File: config.mk
export PLATFORM = sky130hd
export DESIGN_NAME = fetch_unit
export DESIGN_NICKNAME = d
export VERILOG_FILES = /design/src/rtl/riscv_pkg.sv /design/src/rtl/sync_fifo.sv /design/src/rtl/fetch_unit.sv
export SDC_FILE = /design/constraint.sdc
export NUM_CORES = 1
export LEC_CHECK = 0
export CAP_MARGIN = 10
export CORE_UTILIZATION = 53
export DETAILED_ROUTE_END_ITERATION = 10
export PLACE_DENSITY_LB_ADDON = 0.25
export SYNTH_ARGS = -nofsm -noshare
export SYNTH_HDL_FRONTEND = slang
export SYNTH_SLANG_ARGS = --single-unit
export TNS_END_PERCENT = 10
File: constraint.sdc
create_clock -name clk -period 3.5 [get_ports clk]
set_clock_uncertainty 0.15 [all_clocks]
set_input_delay 0.7 -clock clk [delete_from_list [all_inputs] [get_ports clk]]
set_output_delay 0.7 -clock clk [all_outputs]
set_load 0.02 [all_outputs]
File: src/rtl/riscv_pkg.sv
// Shared front-end definitions: fetch FSM states and the sequential PC step.
package riscv_pkg;

  typedef enum logic {
    RUN   = 1'b0,
    DRAIN = 1'b1
  } fetch_state_t;

  localparam int unsigned PC_INCR = 4;

endpackage

File: src/rtl/sync_fifo.sv
// Single-clock FIFO with push/pop/flush and an occupancy count.
// The caller guarantees no push when full unless a pop happens in the same cycle.
module sync_fifo #(
  parameter int WIDTH = 64,
  parameter int DEPTH = 4
) (
  input  logic                   clk,
  input  logic                   rst,
  input  logic                   push,
  input  logic [WIDTH-1:0]       push_data,
  input  logic                   pop,
  input  logic                   flush,
  output logic [WIDTH-1:0]       pop_data,
  output logic [$clog2(DEPTH):0] count
);

  localparam int AW = $clog2(DEPTH);

  typedef logic [AW-1:0] ptr_t;
  typedef logic [AW:0]   cnt_t;

  logic [WIDTH-1:0] mem_q [DEPTH];
  ptr_t wr_ptr_q, wr_ptr_d;
  ptr_t rd_ptr_q, rd_ptr_d;
  cnt_t count_q, count_d;

  // NOTE: every signal gets its default before any branch, so no path leaves it unassigned and no latch is inferred.
  always_comb begin
    wr_ptr_d = wr_ptr_q;
    rd_ptr_d = rd_ptr_q;
    count_d  = count_q;
    if (flush) begin
      wr_ptr_d = '0;
      rd_ptr_d = '0;
      count_d  = '0;
    end else begin
      if (push) wr_ptr_d = wr_ptr_q + ptr_t'(1);
      if (pop)  rd_ptr_d = rd_ptr_q + ptr_t'(1);
      case ({push, pop})
        2'b10:   count_d = count_q + cnt_t'(1);
        2'b01:   count_d = count_q - cnt_t'(1);
        default: count_d = count_q;
      endcase
    end
  end

  // NOTE: state registers use non-blocking assignments so every flop samples pre-edge values.
  always_ff @(posedge clk or negedge rst) begin
    if (!rst) begin
      wr_ptr_q <= '0;
      rd_ptr_q <= '0;
      count_q  <= '0;
    end else begin
      wr_ptr_q <= wr_ptr_d;
      rd_ptr_q <= rd_ptr_d;
      count_q  <= count_d;
    end
  end

  // NOTE: storage is deliberately not reset; count_q alone decides which entries are meaningful.
  always_ff @(posedge clk) begin
    if (push && !flush) mem_q[wr_ptr_q] <= push_data;
  end

  assign pop_data = mem_q[rd_ptr_q];
  assign count    = count_q;

endmodule

File: src/rtl/fetch_unit.sv
// Instruction fetch: credit-limited sequential requests into an in-order buffer,
// with redirect flush and a DRAIN state that swallows responses to stale requests.
module fetch_unit
  import riscv_pkg::*;
#(
  parameter int               WIDTH    = 32,
  parameter int               DEPTH    = 4,
  parameter logic [WIDTH-1:0] RESET_PC = 32'h0000_0000
) (
  input  logic             clk,
  input  logic             rst,
  input  logic             redirect_valid,
  input  logic [WIDTH-1:0] redirect_pc,
  output logic             imem_req,
  output logic [WIDTH-1:0] imem_addr,
  input  logic             imem_valid,
  input  logic [WIDTH-1:0] imem_rdata,
  output logic             instr_valid,
  input  logic             instr_ready,
  output logic [WIDTH-1:0] instr,
  output logic [WIDTH-1:0] instr_pc,
  output logic             misalign
);

  localparam int CW = $clog2(DEPTH) + 1;

  typedef logic [CW-1:0] cnt_t;
  typedef logic [CW:0]   sum_t;

  localparam sum_t DEPTH_C = sum_t'(DEPTH);

  fetch_state_t     state_q, state_d;
  logic [WIDTH-1:0] fetch_pc_q, fetch_pc_d;
  cnt_t             in_flight_q, in_flight_d;
  cnt_t             discard_q, discard_d;
  logic             misalign_q, misalign_d;

  cnt_t             occupancy;
  sum_t             pending;
  logic             issue, push, pop, has_data;
  logic [WIDTH-1:0] resp_pc;
  logic [2*WIDTH-1:0] head;

  assign pending = {1'b0, occupancy} + {1'b0, in_flight_q};
  // rst gates the request so nothing issues while reset is held.
  assign issue   = rst && (state_q == RUN) && !redirect_valid && (pending < DEPTH_C);

  // In RUN all outstanding requests are consecutive and end just below fetch_pc.
  assign resp_pc = fetch_pc_q - WIDTH'(in_flight_q) * WIDTH'(PC_INCR);

  assign push     = imem_valid && (state_q == RUN) && !redirect_valid;
  assign has_data = (occupancy != '0);
  assign pop      = instr_valid && instr_ready;

  sync_fifo #(
    .WIDTH (2 * WIDTH),
    .DEPTH (DEPTH)
  ) u_ibuf (
    .clk       (clk),
    .rst       (rst),
    .push      (push),
    .push_data ({imem_rdata, resp_pc}),
    .pop       (pop),
    .flush     (redirect_valid),
    .pop_data  (head),
    .count     (occupancy)
  );

  always_comb begin
    state_d     = state_q;
    fetch_pc_d  = fetch_pc_q;
    in_flight_d = in_flight_q;
    discard_d   = discard_q;
    misalign_d  = redirect_valid && (redirect_pc[1:0] != 2'b00);

    case ({issue, imem_valid})
      2'b10:   in_flight_d = in_flight_q + cnt_t'(1);
      2'b01:   in_flight_d = in_flight_q - cnt_t'(1);
      default: in_flight_d = in_flight_q;
    endcase

    if (issue) fetch_pc_d = fetch_pc_q + WIDTH'(PC_INCR);

    if (state_q == DRAIN) begin
      if (imem_valid) discard_d = discard_q - cnt_t'(1);
      if (discard_d == '0) state_d = RUN;
    end

    // Redirect wins; a redirect while draining only retargets the PC.
    if (redirect_valid) begin
      fetch_pc_d = {redirect_pc[WIDTH-1:2], 2'b00};
      if (state_q == RUN) begin
        discard_d = in_flight_d;
        state_d   = (in_flight_d != '0) ? DRAIN : RUN;
      end
    end
  end

  always_ff @(posedge clk or negedge rst) begin
    if (!rst) begin
      state_q     <= RUN;
      fetch_pc_q  <= RESET_PC;
      in_flight_q <= '0;
      discard_q   <= '0;
      misalign_q  <= 1'b0;
    end else begin
      state_q     <= state_d;
      fetch_pc_q  <= fetch_pc_d;
      in_flight_q <= in_flight_d;
      discard_q   <= discard_d;
      misalign_q  <= misalign_d;
    end
  end

  assign imem_req    = issue;
  assign imem_addr   = fetch_pc_q;
  assign instr_valid = has_data && !redirect_valid;
  assign instr       = has_data ? head[2*WIDTH-1:WIDTH] : '0;
  assign instr_pc    = has_data ? head[WIDTH-1:0] : '0;
  assign misalign    = misalign_q;

endmodule
==> out/metrics.yaml <==
grt_pass1_vias: 7166
synth_compound_area_frac: 0.02397
vias: 7231
cts_tree: "done"
synth_xor_area_frac: 0.04539
worstPathArrival_ns: 2.56
clkTransAtPathRegs_ns: 0.07
yosys.area.top_type: "edfxtp_1"
syn-cell-area_um2: 12740
final_cell_mix: "248 x edfxtp_1, 158 x clkdlybuf4s50_1, 63 x nor2b_1"
status: "complete, no violations"
first_pass_iters: 5
grt_antenna_before_repair: 0
fp.dieW_um: 157.0
drc: 0
via_per_inst: 5.516
cts_hold_buf: 0
crit_chain: "ha_1 -> nor4b_4 -> and2_1 -> nand2b_1 -> inv_1 -> clkdlybuf4s50_1"
hold_viol: 0
max_cap_violations: 0
p_comb_frac: 0.361
synth_edf_count: 248
path_max_fanout: 4
gp_congestion: 0.8484
mostFrequentLayoutCell: "edfxtp_1"
place_hpwl_mm: 16.66
avgSynthCellArea_um2: 16.08
grt_max_degree: 64
htreeDepth: 1
drt_iter0_markers: 468
p_per_area_nw_per_um2: 734.7
cpMaxStageDelayCell: "clkdlybuf4s50_1"
syn_to_final_growth_pct: 24.84
internal_power_mw: 8.053
cp_slowest_stage_delay_ns: 0.60
ys_ff_latch: 293
initial_core_util: 0.5410
track_usage: 0.2110
worstSetupStartpointType: "flop"
synth-simple-area-share: 0.1043
rows: 56
synth-async-reset-ratio: 0.1536
fillCellCount: 1648
clock_power_share: 0.262
max_clock_freq_mhz: 292.9
clock_latency_ns: 0.54
grt_pass1_wl_mm: 39.43
routed_wl_mm: 25.71
cp_top_family: "buffers and inverters"
ys_types: 60
seqPwrFrac: 0.376
die_h_um: 157.0
ant_nets: 0
worstSetupPathType: "flop to output port"
synthCells: 792
synthMuxAreaShare: 0.1121
ff_latch_area_um2: 8579
dieArea_um2: 24650
nets: 1052
setup_viol: 0
synth_ff_type: "edfxtp_1"
critical_path_buf_inv_count: 2
hold_path.class: "primary input to async pin"
cts.sinks: 293
peakVddDrop_v: 0.0003500
cts_root_buffer: "clkbuf_16"
finalSetupTns_ns: 0
switching_share: 0.3106
dpl.cell_count: 1248
fin_crit_sh: 0.9756
synth-seq-area-share: 0.6732
finalMaxSlewViolations: 0
synth_top_family_by_area: "multiplexers"
drive_above_1_share: 0.1604
relSlewSlack: 0.5033
rsz0062_at_grt: "false"
routedWlPerCell_um: 19.61
power.switching_mw: 3.629
grt-ovfl-total: 0
synth_area_leaders: "edfxtp_1 58%, mux4_2 11%, dfrtp_1 8.8%, nor2b_1 3.1%, xnor2_1 2.6%"
coreArea_um2: 23540
yosysTopAreaCellShare: 0.5847
endpoint_kind: "output port"
power_leakage_nw: 5.408
cts_buffer_depth: 3
min_period_ns: 3.414
worst_pin_slew_ns: 0.7346
yosysWarnings: 0
ioPinCount: 168
stdcell_count: 1311
synthAdderAreaFrac: 0.01650
multi_input_area_um2: 3895
required_ns: 2.65
cts_made_buffers: 30
io_buffers: 163
[synthesized netlist by cell type (4+ instances only)]
library cell	instances
and3_1	6
and2_1	7
clkbuf_1	31
inv_1	21
mux4_2	62
buf_2	12
xnor2_1	38
nand2b_1	5
ha_1	12
nand2_1	52
a21oi_1	4
nand4_1	9
nand3_1	11
o21ai_0	30
xor2_1	28
nor2b_1	63
buf_4	5
dfrtp_1	45
nor4_1	8
nor3_1	15
nor2_1	27
edfxtp_1	248
[worst paths after layout]
kind,slack (ns),endpoint,cells past startpoint,startpoint
max,0.09,imem_req,6,u_ibuf.count[2]
max reg2reg,0.29,state_q,11,u_ibuf.count[2]
min,0.17,imem_addr[6],2,rst
min reg2reg,0.44,u_ibuf.wr_ptr_q[1],2,u_ibuf.wr_ptr_q[1]
min in group clk,0.43,u_ibuf.rd_ptr_q[1],2,redirect_valid
max in group asynchronous,2.59,u_ibuf.rd_ptr_q[0],2,rst
[metrics by stage]
| stage | worst slack (ns) | utilization | area [um^2] | hold WS [ns] | power, mW |
|---|---|---|---|---|---|
| final | 0.08553 | 0.6753 | 15900 | 0.1694 | 11.68 |
| after floorplan | 0.2256 | - | 12750 | 0.2544 | 6.927 |
| after CTS | 0.004149 | 0.6735 | 15860 | 0.1784 | 11.77 |
| after global routing | 0.002150 | 0.6752 | 15900 | 0.2106 | 12.24 |
| after detailed placement | 0.2963 | 0.6314 | 14870 | 0.4279 | 8.664 |
| after global placement | 0.3982 | 0.6314 | 14870 | 0.4076 | 8.593 |
[power by group through the flow]
stage               sequential, mW  clock [mW]  combinational (mW)
finish                        4.40        3.06                4.22
global route                  4.43        3.26                4.55
detailed placement            4.50           0                4.17
global placement              4.49           0                4.11
CTS                           4.39        3.11                4.26
floorplan                     4.37           0                2.55
[metal layers]
metal  part of all wire  global-route usage  wire, um  vias to the layer above
li1                   -                   -         -                     3341
met1               0.44              0.2973     11370                     3615
met2               0.48              0.3448     12360                      240
met3              0.056             0.03414      1446                       35
met4              0.021             0.05594       533                        0
met5                  0                   0         0                        -
[area by class of cell]
| cell class | count | share of cell area |
|---|---|---|
| diodes | 1 | 0.0001574 |
| clock buffers | 35 | 0.04974 |
| clock inverters | 20 | 0.01031 |
| inverters | 21 | 0.004958 |
| multi-input cells | 431 | 0.2450 |
| flip-flops and latches | 293 | 0.5396 |
| well taps | 319 | 0.02510 |
| repair buffers | 191 | 0.1251 |
[logic make-up (layout without fill, tap and decap cells)]
group                    after synthesis  in the layout
multiplexers                          65             65
flip-flops                           293            293
other                                  1              5
AO/OA/AOI/OAI                         51             51
adder cells (fa/ha/maj)               15             15
XOR/XNOR                              66             66
buffers and inverters                 71            267
AND/OR/NAND/NOR                      230            230
[sequential cells by signal (all words and copies together) (netlist names)]
| name | cells |
|---|---|
| misalign | 1 |
| u_ibuf.rd_ptr_q | 2 |
| u_ibuf.wr_ptr_q | 2 |
| imem_addr | 30 |
| u_ibuf.mem_q | 248 |
| in_flight_q | 3 |
| state_q | 1 |
| u_ibuf.count | 3 |
| discard_q | 3 |
[what timing repair did]
item                       4_1_cts  5_1_grt
setup endpoints to repair       48       11
pin swaps                        0        1
buffers inserted                 4        3
gates resized for setup          1        5
[worst register-to-register path, stage by stage, from the launching register on]
cell and delay (ns):
dfrtp_1 0.44, ha_1 0.34, nor4b_4 0.28, and2_1 0.19
nand2b_1 0.10, ha_1 0.26, fa_1 0.41, xnor2_1 0.23
nor2_1 0.08, xnor2_1 0.23, nand3b_1 0.14, a31o_2 0.26
Power figures use the tool's default switching activity.
==> patch: new RTL, same flow settings <==
Reset style: synchronous (`rst`), changed in 2 clocked blocks.
--- a/src/rtl/sync_fifo.sv
+++ b/src/rtl/sync_fifo.sv
@@ -45,7 +45,7 @@
   end
 
   // NOTE: state registers use non-blocking assignments so every flop samples pre-edge values.
-  always_ff @(posedge clk or negedge rst) begin
+  always_ff @(posedge clk) begin
     if (!rst) begin
       wr_ptr_q <= '0;
       rd_ptr_q <= '0;
--- a/src/rtl/fetch_unit.sv
+++ b/src/rtl/fetch_unit.sv
@@ -96,7 +96,7 @@
     end
   end
 
-  always_ff @(posedge clk or negedge rst) begin
+  always_ff @(posedge clk) begin
     if (!rst) begin
       state_q     <= RUN;
       fetch_pc_q  <= RESET_PC;
Check against the original RTL: differs if rst is asserted again (counterexample within 4 cycles, from zero or initial values and one cycle with rst low); with rst held inactive, the same outputs for 4 cycles.
==> patch against the original RTL <==
  * Hold slack improved by 0.22 ns
  * Synthesized area barely moved
  * Non-clock buffer count rose by 1
  * Worst setup slack improved by 0.063 ns
  * Cell count rose by 2.7%
  * Sequential cell count rose by 2
  * Critical path depth fell by 2
  * Final area fell by 0.50%
  * Routed wire length rose by 5.6%
  * Critical path type unchanged
Power is not compared: it rests on default switching activity, and its combinational part moved more than twofold at a synthesized area within 25%.
==> patch: results (changes against the original RTL) <==
----------------------------------------------------
[Setup path]
  Max Fanout on Critical Path ... 56 (+52)
  Critical path startpoint ... u_ibuf.count[2]
  Arrival time at the worst endpoint ... 2.50 ns (-0.06 ns)
  Crit Reg-Reg Startpoint ... in_flight_q[1]
  CP max-delay cell ... sky130_fd_sc_hd__or3_2
  Critical R2R Capture ... state_q
  Crit path to ... instr_pc[18]

[Global route]
  Overall global routing resource usage ... 0.225 (+0.0140)
  Maximum number of pins on one net before global-route repair ... 57 (-11%)
  Global-route wire length before repair ... 42,100 um (+6.7%)

[Placed design]
  Detailed-placement wirelength estimate ... 17,800 um (+6.8%)
  Post-DP Area ... 0.0149 sq mm (+0.28%)

[Detailed routing]
  Wire length per cell after detailed routing ... 20.2 um (+2.8%)
  Total number of vias ... 7,668 (+6.0%)

[Yosys]
  Top cells by area, synth ... sky130_fd_sc_hd__edfxtp_1 (59%), sky130_fd_sc_hd__mux4_2 (11%), sky130_fd_sc_hd__dfxtp_1 (7.4%)
  Register area share after synthesis ... 0.659 (-0.0142)
  Post-synth top cells ... sky130_fd_sc_hd__edfxtp_1 (248), sky130_fd_sc_hd__and2_1 (74), sky130_fd_sc_hd__mux4_2 (62), sky130_fd_sc_hd__dfxtp_1 (47), sky130_fd_sc_hd__clkbuf_1 (39)
  Cell count after synthesis ... 837 (+5.7%)

[Run status]
  Outcome ... complete, no violations

[STA]
  Worst-margin pin slew ... 0.756 ns (+0.0215 ns)
  Post-route clock period utilization ... 0.957 (-0.0181)
  Hold slack ... 0.386 ns (+0.216 ns)

[Finish]
  Diode count ... 0 (-1)
  Final net count ... 1,091 (+3.7%)
  Final std cells w/o fill ... 1,347 (+2.7%)

----------------------------------------------------
==> patch: worst reg2reg max path, cell delays in order, from the launching register on <==
cell	delay (ns)
sky130_fd_sc_hd__dfxtp_1	0.39
sky130_fd_sc_hd__ha_1	0.24
sky130_fd_sc_hd__nor4_2	0.28
sky130_fd_sc_hd__buf_4	0.17
sky130_fd_sc_hd__nand3_1	0.13
sky130_fd_sc_hd__ha_1	0.27
sky130_fd_sc_hd__fa_1	0.40
sky130_fd_sc_hd__xnor2_1	0.16
sky130_fd_sc_hd__nor2_1	0.07
sky130_fd_sc_hd__xnor2_1	0.22
sky130_fd_sc_hd__o21ai_0	0.12
sky130_fd_sc_hd__a41o_1	0.24
==> patch: cell type report <==
type / count / area (sq um)
well taps: 319 / 399
flip-flops and latches: 295 / 8390
multi-input cells: 463 / 4020
fillers: 1674 / 7720
inverters: 25 / 93.8
clock buffers: 36 / 752
repair buffers: 192 / 2000
clock inverters: 17 / 160
==> patch: metal layers <==
metal / global-route usage / part of all wire / wire (um)
met4: 0.0784 / 0.026 / 705
met2: 0.369 / 0.48 / 13100
met1: 0.310 / 0.43 / 11600
met5: 0 / 0 / 0
met3: 0.0319 / 0.065 / 1770
==> patch: kinds of logic after synthesis <==
group	synth area share
compound gates	0.0389
xor+xnor	0.0323
fa+ha+maj	0.0175
buf+inv	0.0269
flops	0.659
mux	0.114
other cells	0.000295
simple gates	0.111
==> patch: power breakdown <==
part | leakage (nW) | switching [W] | internal [W]
registers | 2.65 | 0.000123 | 0.00406
clock network | 0.450 | 0.00124 | 0.00174
logic | 2.09 | 0.000678 | 0.000528
total | 5.20 | 0.00204 | 0.00633
